## src/rtl/cpu_pkg.sv

```systemverilog
// Shared CPU definitions: loader state encoding and program-RAM constants.
package cpu_pkg;

    localparam int   RAM_BYTES_DEFAULT = 16;
    localparam logic STROBE_INACTIVE   = 1'b1;

    typedef enum logic [2:0] {
        S_IDLE      = 3'd0,
        S_WAIT_BYTE = 3'd1,
        S_LOAD_ADDR = 3'd2,
        S_LOAD_DATA = 3'd3,
        S_WRITE     = 3'd4,
        S_DONE      = 3'd5
    } loader_state_e;

endpackage

```

## src/rtl/loader_checksum.sv

```systemverilog
// 8-bit mod-256 accumulator with synchronous clear and add-enable.
module loader_checksum (
    input  logic       clk,
    input  logic       rst_n,
    input  logic       clr_i,
    input  logic       en_i,
    input  logic [7:0] data_i,
    output logic [7:0] sum_o
);

    logic [7:0] sum_q, sum_d;

    always_comb begin
        sum_d = sum_q;
        if (clr_i) begin
            sum_d = 8'h00;
        end else if (en_i) begin
            sum_d = sum_q + data_i;
        end
    end

    always_ff @(posedge clk or negedge rst_n) begin
        if (!rst_n) begin
            sum_q <= 8'h00;
        end else begin
            sum_q <= sum_d;
        end
    end

    assign sum_o = sum_q;

endmodule

```

## src/rtl/program_loader.sv

```systemverilog
// Fills program RAM from ui_in bytes via MAR-address / MAR-data / RAM-write strobes.
// Optional running checksum of accepted bytes: define PROGRAM_LOADER_CHECKSUM_EN.
module program_loader
    import cpu_pkg::*;
#(
    parameter int RAM_BYTES = RAM_BYTES_DEFAULT,
    parameter int ADDR_W    = 4
) (
    input  logic              clk,
    input  logic              rst_n,
    input  logic              programming,
    input  logic [7:0]        byte_in,
    input  logic              byte_valid,
    output logic              ready,
    output logic [7:0]        bus_out,
    output logic              bus_drive,
    output logic              n_load_addr,
    output logic              n_load_data,
    output logic              n_load_ram,
    output logic              cpu_hold,
    output logic              done_load,
    output logic [ADDR_W-1:0] load_addr,
    output logic [7:0]        checksum,
    output loader_state_e     state_dbg
);

    // Handshake: a byte transfers on a rising edge where ready and byte_valid are both 1;
    // ready is decoded from state only, so it never depends on byte_valid.
    loader_state_e     state_q, state_d;
    logic [ADDR_W-1:0] addr_q, addr_d;
    logic [7:0]        byte_q, byte_d;
    logic              accept;
    logic              last_addr;

    assign accept    = (state_q == S_WAIT_BYTE) && byte_valid && programming;
    assign last_addr = (addr_q == ADDR_W'(RAM_BYTES - 1));

    always_ff @(posedge clk or negedge rst_n) begin
        if (!rst_n) begin
            state_q <= S_IDLE;
        end else begin
            state_q <= state_d;
        end
    end

    always_comb begin
        state_d = state_q;
        if (state_q != S_IDLE && !programming) begin
            state_d = S_IDLE;
        end else begin
            case (state_q)
                S_IDLE:      if (programming) state_d = S_WAIT_BYTE;
                S_WAIT_BYTE: if (byte_valid) state_d = S_LOAD_ADDR;
                S_LOAD_ADDR: state_d = S_LOAD_DATA;
                S_LOAD_DATA: state_d = S_WRITE;
                S_WRITE:     state_d = last_addr ? S_DONE : S_WAIT_BYTE;
                S_DONE:      state_d = S_DONE;
                default:     state_d = S_IDLE;
            endcase
        end
    end

    always_comb begin
        ready       = 1'b0;
        bus_drive   = 1'b0;
        bus_out     = 8'h00;
        n_load_addr = STROBE_INACTIVE;
        n_load_data = STROBE_INACTIVE;
        n_load_ram  = STROBE_INACTIVE;
        done_load   = 1'b0;
        cpu_hold    = (state_q != S_IDLE);
        case (state_q)
            S_WAIT_BYTE: ready = 1'b1;
            S_LOAD_ADDR: begin
                bus_drive   = 1'b1;
                bus_out     = {{(8 - ADDR_W){1'b0}}, addr_q};
                n_load_addr = ~STROBE_INACTIVE;
            end
            S_LOAD_DATA: begin
                bus_drive   = 1'b1;
                bus_out     = byte_q;
                n_load_data = ~STROBE_INACTIVE;
            end
            S_WRITE:     n_load_ram = ~STROBE_INACTIVE;
            S_DONE:      done_load = 1'b1;
            default:     ;
        endcase
    end

    // Address saturates at the last location; leaving a session always rewinds it.
    always_comb begin
        addr_d = addr_q;
        byte_d = accept ? byte_in : byte_q;
        if (state_q == S_IDLE || !programming) begin
            addr_d = '0;
        end else if (state_q == S_WRITE && !last_addr) begin
            addr_d = addr_q + 1'b1;
        end
    end

    always_ff @(posedge clk or negedge rst_n) begin
        if (!rst_n) begin
            addr_q <= '0;
            byte_q <= 8'h00;
        end else begin
            addr_q <= addr_d;
            byte_q <= byte_d;
        end
    end

    assign load_addr = addr_q;
    assign state_dbg = state_q;

`ifdef PROGRAM_LOADER_CHECKSUM_EN
    loader_checksum u_checksum (
        .clk    (clk),
        .rst_n  (rst_n),
        .clr_i  (state_q == S_IDLE),
        .en_i   (accept),
        .data_i (byte_in),
        .sum_o  (checksum)
    );
`else
    assign checksum = 8'h00;
`endif

endmodule

```

## config.mk

```make
export PLATFORM = sky130hd
export DESIGN_NAME = program_loader
export DESIGN_NICKNAME = d
export VERILOG_FILES = /design/src/rtl/cpu_pkg.sv /design/src/rtl/loader_checksum.sv /design/src/rtl/program_loader.sv
export SDC_FILE = /design/constraint.sdc
export NUM_CORES = 1
export LEC_CHECK = 0
export ABC_AREA = 1
export CORE_MARGIN = 3
export CORE_UTILIZATION = 38
export DETAILED_ROUTE_END_ITERATION = 8
export PLACE_DENSITY = 0.78
export SYNTH_ARGS = -nofsm -noshare
export SYNTH_HDL_FRONTEND = slang
export SYNTH_SLANG_ARGS = --single-unit
```

## constraint.sdc

```tcl
create_clock -name clk -period 1.2 [get_ports clk]
set_input_delay 0.36 -clock clk [delete_from_list [all_inputs] [get_ports clk]]
set_output_delay 0.36 -clock clk [all_outputs]
set_load 0.02 [all_outputs]
```

## After elaboration in Yosys (flattened, before gate mapping)

Cells that the tools add are included.

| operators by class | value |
|---|---|
| reduce and logical (&&, ||, !) cells | 12 |
| eq/ne operators | 8 |
| add/subtract/negate cells | 1 |
| mux-type cells | 14 |

Operators with widths:

| kind | number |
|---|---|
| 3-bit one-hot mux with 6 select lines | 1 |
| 8-bit one-hot mux with 2 select lines | 1 |
| 3-bit 2-to-1 mux | 4 |
| 4-bit 2-to-1 mux | 2 |
| 3-bit by 2-bit == test with 1-bit output (second input constant) | 2 |
| 3-bit == test (second input constant) | 2 |
| 1-bit 2-to-1 mux | 6 |
| 4-bit by 1-bit adder with 4-bit output (second input constant) | 1 |
| 4-bit == test (second input constant) | 1 |
| 1-bit logical AND | 4 |
| 3-bit by 1-bit == test with 1-bit output (second input constant) | 1 |
| 3-bit zero test | 1 |
| 3-bit by 2-bit != test with 1-bit output (second input constant) | 1 |
| 3-bit != test (second input constant) | 1 |
| 3-bit nonzero test | 1 |
| 1-bit zero test | 2 |
| 2-bit AND reduction | 1 |
| 2-bit nonzero test | 1 |
| 2-bit OR reduction | 1 |
| 1-bit logical OR | 1 |

| storage, ports and cells | value |
|---|---|
| bits in registers | 15 |
| output and inout port bits | 30 |
| word-level logic and storage cells | 38 |
| input port bits | 12 |

## Logic depth before layout (Yosys ltp)

Gate-level depths: netlist of run 1.

| logic depth | value |
|---|---|
| depth after elaboration | 5 |
| depth in mapped cells | 8 |
| depth with buffers taken out | 8 |

## Worst setup path before layout of run 1

OpenSTA, ideal clock, no wires.

| path | value |
|---|---|
| path type | register to output |
| start | register state_q[1] (netlist: state_dbg[1]) |
| end | output port bus_out[2] |
| buffers on the path | 0 |
| data required time | 0.840 ns |
| data arrival time | 1.620 ns |
| cell stages (with the launch flop) | 5 |
| setup slack | -0.780 ns |
| cells stage by stage | dfrtp_1 > inv_2 > nor2_4 > nand2_2 > o21ai_0 |

| on the way | value |
|---|---|
| longest elaborated chain between the ends | 2 |
| elaborated cells on any way between the ends | 3 |
| those cells by class | eq/ne (2); mux (1) |

RTL lines:

| what | line | source |
|---|---|---|
| start: declaration | program_loader.sv:29 | `loader_state_e state_q, state_d;` |
| start signal: assignment | program_loader.sv:42 | `state_q <= state_d;` |
| 3-bit by 2-bit == test with 1-bit output | program_loader.sv:72 | `case (state_q)` |
| 8-bit one-hot mux with 2 select lines * | program_loader.sv:72 |  |
| end: declaration | program_loader.sv:15 | `output logic [7:0] bus_out,` |

Mark *: on every way between the ends. The rest lies on a longest branch, timed or not.

## Final worst setup path of run 1

| path | value |
|---|---|
| start | register state_q[2] (netlist: state_dbg[2]) |
| end | output port bus_out[1] |

The elaborated chain is that of the path after synthesis.

==> results of run 1 <==
registers in the layout (all words and copies together), names as in the netlist:
name / cells
load_addr: 4
state_dbg: 3
byte_q: 8
synth_stat cells:
master,number
inv_2,3
nand2_2,4
inv_4,1
nor2_4,3
a21oi_1,1
nand4_4,1
inv_1,21
nor2_1,11
nand2_1,32
nand3_1,17
buf_6,2
o21ai_0,2
ha_1,1
conb_1,1
dfrtp_1,15
o21ai_2,8
buf_4,8
clkinv_2,1
nand2_4,1
nand4_1,1
routing by layer:
metal,up-vias,track usage [%],routed length (µm)
met5,-,0,0
met4,0,11.3,247
met3,20,3.17,184
met2,52,40.6,2150
met1,583,28.5,1690
li1,569,-,-
cells by family (layout without fill, tap and decap cells):
logic type      count (synthesis)  after routing  share of synthesized area (%)
simple gates                   70             71                           34.2
buf+inv                        36            112                           18.3
flops                          15             15                           37.4
compound gates                 11             11                           8.47
fa+ha+maj                       1              1                           1.25
other cells                     1              8                          0.373
repair_timing:
item | CTS | global route
gates resized for setup | 168 | 28
endpoints found under the setup margin | 37 | 37
buffers inserted | 16 | 12
cloned | 1 | 1
pin swaps | 15 | 11
endpoints found under the hold margin | 0 | 0
stage by stage:
step           power, mW  setup TNS, ps  utilization [%]  setup slack (ps)
2_1_floorplan       2.12          -3440                -              -366
3_3_place_gp        2.93         -14090             65.6              -656
3_5_place_dp        2.99         -14640             65.6              -683
4_1_cts             3.90          -9560             78.5              -497
5_1_grt             4.69         -13470             86.3              -628
6_report            4.47         -12110             86.3              -595
report_power, final:
part	internal (mW)	switching, mW
sequential	0.693	0.221
clock	0.124	0.193
combinational	1.60	1.64
worst max path at each step:
stage | start | to | depth (start not counted)
3_5_place_dp | state_dbg[1] | bus_out[4] | 5
3_3_place_gp | state_dbg[1] | bus_out[3] | 5
4_1_cts | state_dbg[2] | bus_out[3] | 5
5_1_grt | state_dbg[2] | bus_out[1] | 5
6_report | state_dbg[2] | bus_out[1] | 5
2_1_floorplan | state_dbg[1] | bus_out[4] | 4
area by class of cell:
cell class                      count  area share (%)
Clock buffer                        3            1.04
Timing Repair Buffer               82            38.9
Tap cell                           30            1.74
Clock inverter                      1           0.232
Multi-Input combinational cell     91            34.8
Sequential cell                    15            17.7
Inverter                           26            5.57
layout by cell type (no fill, tap or decap), types with 2 or more instances in the layout:
master           instances
buf_6                   39
buf_4                   28
inv_1                   18
nand2_2                 15
nand2_1                 14
clkdlybuf4s50_1         11
nor2_4                  10
dfrtp_1                 10
nand3_2                  9
o21ai_2                  8
conb_1                   8
nand2_4                  6
dfrtp_2                  5
nand3_4                  4
nand3_1                  4
inv_2                    3
nor2_1                   3
clkbuf_4                 3
inv_4                    2
inv_6                    2
o21ai_4                  2
nor2_2                   2
nand2_8                  2
buf_12                   2
==> key figures, run 1 <==
Layout
  – Fillers: roughly 120
  – Multi-input logic area: approximately 750 µm²
  – Total number of nets in the final design: around 230
  – Fraction of layout cells with a size suffix above 1: 67.9%
  – Final cell count without fillers: around 250
  – Area of all sequential standard cells: ~380 µm²
  – Area of all placed cells without fillers: 2160 µm²
  – Antenna fix cells: 0
  – Layout Area Growth over Synthesis: 115%

Routing
  – Total detailed-routing wirelength: around 4300 µm
  – Drt initial violations: 50
  – DR pass1 iterations: 4
  – Antenna-violating nets left: 0
  – Number of vias per cell after detailed routing: ~5
  – Drc violations: 0
  – Routed length per placed instance: 17.2 µm
  – Via count: about 1,200

Logic synthesis
  – Number of distinct library cell variants in the gate-level netlist after synthesis: 20
  – Number of standard cells after synthesis: ~130
  – Largest area contributor in the netlist: dfrtp_1
  – Mapped Avg Cell Area: 7.50 µm²
  – Synth top area cells: dfrtp_1, nand2_1, nand3_1
  – Number of synthesis warnings: 0
  – Share of the synthesized area in the top cell type: 37.4%
  – Synthesis-stage register bit count: 15
  – Part of the Yosys area used for sequential elements: 37.4%
  – Synth Cell Area: about 1000 µm²

Placement
  – Area after detailed placement: 1640 µm²
  – Number of placed instances, taps included: between 200 and 250
  – Number of port buffers: 33
  – RePlAce Congestion: 0.842
  – Half-perimeter wire length after placement: around 2000 µm

Die
  – Top-level I/O count: 42
  – Initial core utilization: 40.2%
  – Core ar.: 2500 µm²
  – Floorplan die height: about 57 µm
  – Row count: 18
  – Full die area: around 3300 µm²
  – Chip width: 57.4 µm

Run status
  – Run status: finished with violations
  – Failing checks: setup timing

Worst setup path
  – Crit-path leading delay family: flip-flops
  – Cell-by-cell trace of the critical path: buf_6 > nor2_4 > nand3_2 > nand2_2 > buf_6
  – Reg-to-reg startpoint: state_dbg[2]
  – Crit end category: output pin
  – Required @ worst endpoint: 840 ps
  – CP arrival: 1430 ps
  – FF-to-FF setup slack: -280 ps
  – Worst flop-to-flop path endpoint: load_addr[0]
  – Slowest library cell on the worst path: dfrtp_2
  – Critical path buffer and inverter count: 2
  – Highest net fanout along the worst path: 4
  – Startpoint types: flop
  – WS Path Type: flop to output pin
  – Dominant cell type by count on the critical path: buf_6
  – Path depth of the worst reg2reg path: 10
  – Max incr delay on CP: between 400 and 500 ps

Timing
  – Number of failing setup endpoints in the final timing report: 37
  – Fmax: between 0.5 and 0.6 GHz
  – Endpoints failing hold: 0
  – Worst setup slack after layout: -595 ps
  – Final-layout worst hold slack: 373 ps
  – Minimum clock period: approximately 1800 ps
  – Final clock period utilization by the worst path: 150%
  – Setup repair after global routing missed its margin: yes
  – Worst clock skew on the final layout: between 5 and 6 ps
  – Number of max-slew violations in the final report: 0

Clocking
  – Max H-tree Level: 1
  – Inserted Clock Buffers: 3
  – CTS tree: built
  – Clock Tree Buf Depth: 2
  – Clock transition at the registers of the reported paths: between 100 and 150 ps
  – Clock latency on the worst-skew pair: ~300 ps
  – Clk sink count: 15
  – Master cell of the clock root buffer: clkbuf_4
  – CTS Hold Bufs: 0

Pwr
  – Reported leakage power: between 1 and 1.5 nW
  – Worst IR drop on VDD: 0.00154 V
  – Power per cell area: between 2000 and 2500 nW/µm²

GRT
  – Global-route wire length before repair: between 5000 and 6000 µm
  – Overall Global Routing Usage: 23.5%
  – Largest net degree at the start of global routing: 17
  – Number of global-route vias before repair: 1,187
  – Grt total ovfl: 0
  – Antenna violations before repair: 0

Job
  – Maximum capacitance violations: 0

Min path
  – Class of the tightest hold or removal check: input pin to async pin
Note: power is estimated with default switching activity, not from simulation.
==> run 2: changes to the inputs <==
--- a/config.mk
+++ b/config.mk
@@ -9,7 +9,7 @@
 export CORE_MARGIN = 3
 export CORE_UTILIZATION = 38
 export DETAILED_ROUTE_END_ITERATION = 8
-export PLACE_DENSITY = 0.78
+export PLACE_DENSITY = 0.75
 export SYNTH_ARGS = -nofsm -noshare
 export SYNTH_HDL_FRONTEND = slang
 export SYNTH_SLANG_ARGS = --single-unit
==> key figures, run 2 (synthesis results as in run 1) <==
Clocking
  – Clk sink count: 15 (unchanged)
  – Inserted Clock Buffers: 3 (unchanged)
  – Clock latency on the worst-skew pair: 310 ps (about the same)
  – Clock transition at the registers of the reported paths: 110 ps (about the same)
  – Max H-tree Level: 1 (unchanged)
  – CTS tree: built
  – Master cell of the clock root buffer: clkbuf_4
  – Clock Tree Buf Depth: 2 (unchanged)
  – CTS Hold Bufs: 0 (unchanged)

Pwr
  – Combinational share of power: 70.6% (-1.9 points)
  – Clock share of power: 8.0% (+0.9 points)
  – Worst IR drop on VDD: 0.00137 V (-11%)
  – Power per cell area: 2020 nW/µm² (-2.8%)
  – Internal portion of total power: 2.21 mW (-8.7%)
  – Switching power summed over all nets: 1.87 mW (-9.0%)
  – Switching Fraction: 45.8% (-0.072 points)
  – Reported leakage power: 1.02 nW (-6.0%)
  – Flop pwr share: 21.4% (+1.0 points)

Worst setup path
  – WS Path Type: flop to output pin
  – Required @ worst endpoint: 840 ps (about the same)
  – Startpoint types: flop
  – FF-to-FF setup slack: -220 ps (+60 ps)
  – Worst flop-to-flop path endpoint: load_addr[3]
  – Reg-to-reg startpoint: state_dbg[2]
  – Path depth of the worst reg2reg path: 10 (unchanged)
  – Crit end category: output pin
  – Highest net fanout along the worst path: 4 (unchanged)
  – CP arrival: 1430 ps (about the same)

Layout
  – Antenna fix cells: 0 (unchanged)
  – Total number of nets in the final design: 225 (-3.0%)
  – Number of flip-flops in the largest register: 8 (unchanged)
  – Leading cell type in the layout, fill and taps excluded: buf_6
  – Final standard cell utilization of the core: 80.9% (-5.4 points)
  – Fraction of layout cells with a size suffix above 1: 64.5% (-3.4 points)
  – Register with the most flip-flops: byte_q
  – Layout Area Growth over Synthesis: 101%
  – Most frequent cells in the layout: buf_6, buf_4, inv_1

Die
  – Initial core utilization: 40.2% (unchanged)
  – Chip width: 57.4 µm (unchanged)
  – Top-level I/O count: 42 (unchanged)
  – Core ar.: 2500 µm² (unchanged)
  – Floorplan die height: 57.4 µm (unchanged)
  – Full die area: 3300 µm² (unchanged)
  – Row count: 18 (unchanged)

Timing
  – Total negative setup slack: -11,280 ps (+823 ps)
  – Final-layout worst hold slack: 360 ps (-13.5 ps)
  – Final clock period utilization by the worst path: 149% (-0.58 points)
  – Number of max-slew violations in the final report: 0 (unchanged)
  – Endpoints failing hold: 0 (unchanged)
  – Worst setup slack after layout: -588 ps (+6.99 ps)
  – Worst clock skew on the final layout: 13.7 ps (+8.24 ps)
  – Minimum clock period: 1790 ps (-6.99 ps)
  – Fmax: 0.559 GHz (+0.39%)
  – Setup repair after global routing missed its margin: yes
  – Number of failing setup endpoints in the final timing report: 37 (unchanged)

Routing
  – Number of vias per cell after detailed routing: 4.84 (-2.0%)
  – Drt initial violations: 28 (-44%)
  – Via count: 1,166 (-4.7%)
  – Antenna-violating nets left: 0 (unchanged)
  – Routed length per placed instance: 14.6 µm (-15%)
  – Total detailed-routing wirelength: 3520 µm (-17%)
  – Drc violations: 0 (unchanged)
  – DR pass1 iterations: 5 (+1)

Run status
  – Run status: finished with violations
  – Failing checks: setup timing

GRT
  – Global-route wire length before repair: 5470 µm (-6.7%)
  – Overall Global Routing Usage: 21.6% (-1.9 points)
  – Largest net degree at the start of global routing: 17 (unchanged)
  – Grt total ovfl: 0 (unchanged)
  – Antenna violations before repair: 0 (unchanged)
  – Number of global-route vias before repair: 1,180 (-0.59%)

Job
  – Maximum capacitance violations: 0 (unchanged)

Placement
  – Number of port buffers: 33 (unchanged)
  – Worst-case setup slack after placement: -699 ps (-15.9 ps)
  – RePlAce Congestion: 0.805 (-4.4%)
  – Half-perimeter wire length after placement: 2100 µm (+7.0%)

Min path
  – Class of the tightest hold or removal check: input pin to async pin
==> run 2: cell types whose count changed in the layout (fill, tap and decap cells not counted), moves of 2 or more <==
cell,delta
nand2_1,+2
nand2_2,-2
nand3_1,+3
nand3_2,-2
buf_6,-5
==> run 2: routing by layer <==
layer	vias up	global-route usage (%)	routed length [µm]
met5	-	0	0
met4	0	11.9	121
met3	11	3.17	180
met2	45	36.6	1920
met1	555	26.0	1300
li1	555	-	-
==> run 2: worst max-delay path: stages (launching register included) <==
cell and delay [ps]:
dfrtp_2 420, inv_4 60, nor2_4 190, buf_6 150, nand3_4 70, o21ai_4 80
buf_6 140
==> run 2: cell type report <==
cell class | instances | area (µm²)
Clock buffer | 4 | 26.3
Fill cell | 148 | 478
Inverter | 26 | 118
Multi-Input combinational cell | 91 | 718
Sequential cell | 15 | 382
Tap cell | 30 | 37.5
Timing Repair Buffer | 75 | 741
==> run 2: worst max path at each step <==
stage,endpoint,cells past startpoint,from
after floorplan,bus_out[4],4,state_dbg[1]
after global placement,bus_out[3],5,state_dbg[1]
after detailed placement,bus_out[6],5,state_dbg[1]
after CTS,bus_out[2],5,state_dbg[2]
after global routing,bus_out[3],6,state_dbg[1]
final,bus_out[3],6,state_dbg[1]
==> run 2: power groups by stage <==
stage	clock network [mW]	registers, mW	logic [mW]
floorplan	0	0.908	1.22
global placement	0	0.866	2.08
detailed placement	0	0.878	2.11
CTS	0.314	0.854	2.68
global route	0.353	0.889	3.05
finish	0.325	0.873	2.88
==> run 2: through the flow <==
stage	instances	power, mW	instance area [µm²]
finish	241	4.08	2020
global route	241	4.29	2020
CTS	237	3.85	1930
detailed placement	218	2.99	1640
global placement	218	2.95	1640
floorplan	141	2.12	1160
==> run 2: timing repair <==
item                                    CTS  global route
endpoints found under the setup margin   37            37
buffers inserted                         14             7
pin swaps                                15             5
gates resized for setup                 161            19
cloned                                    1             0
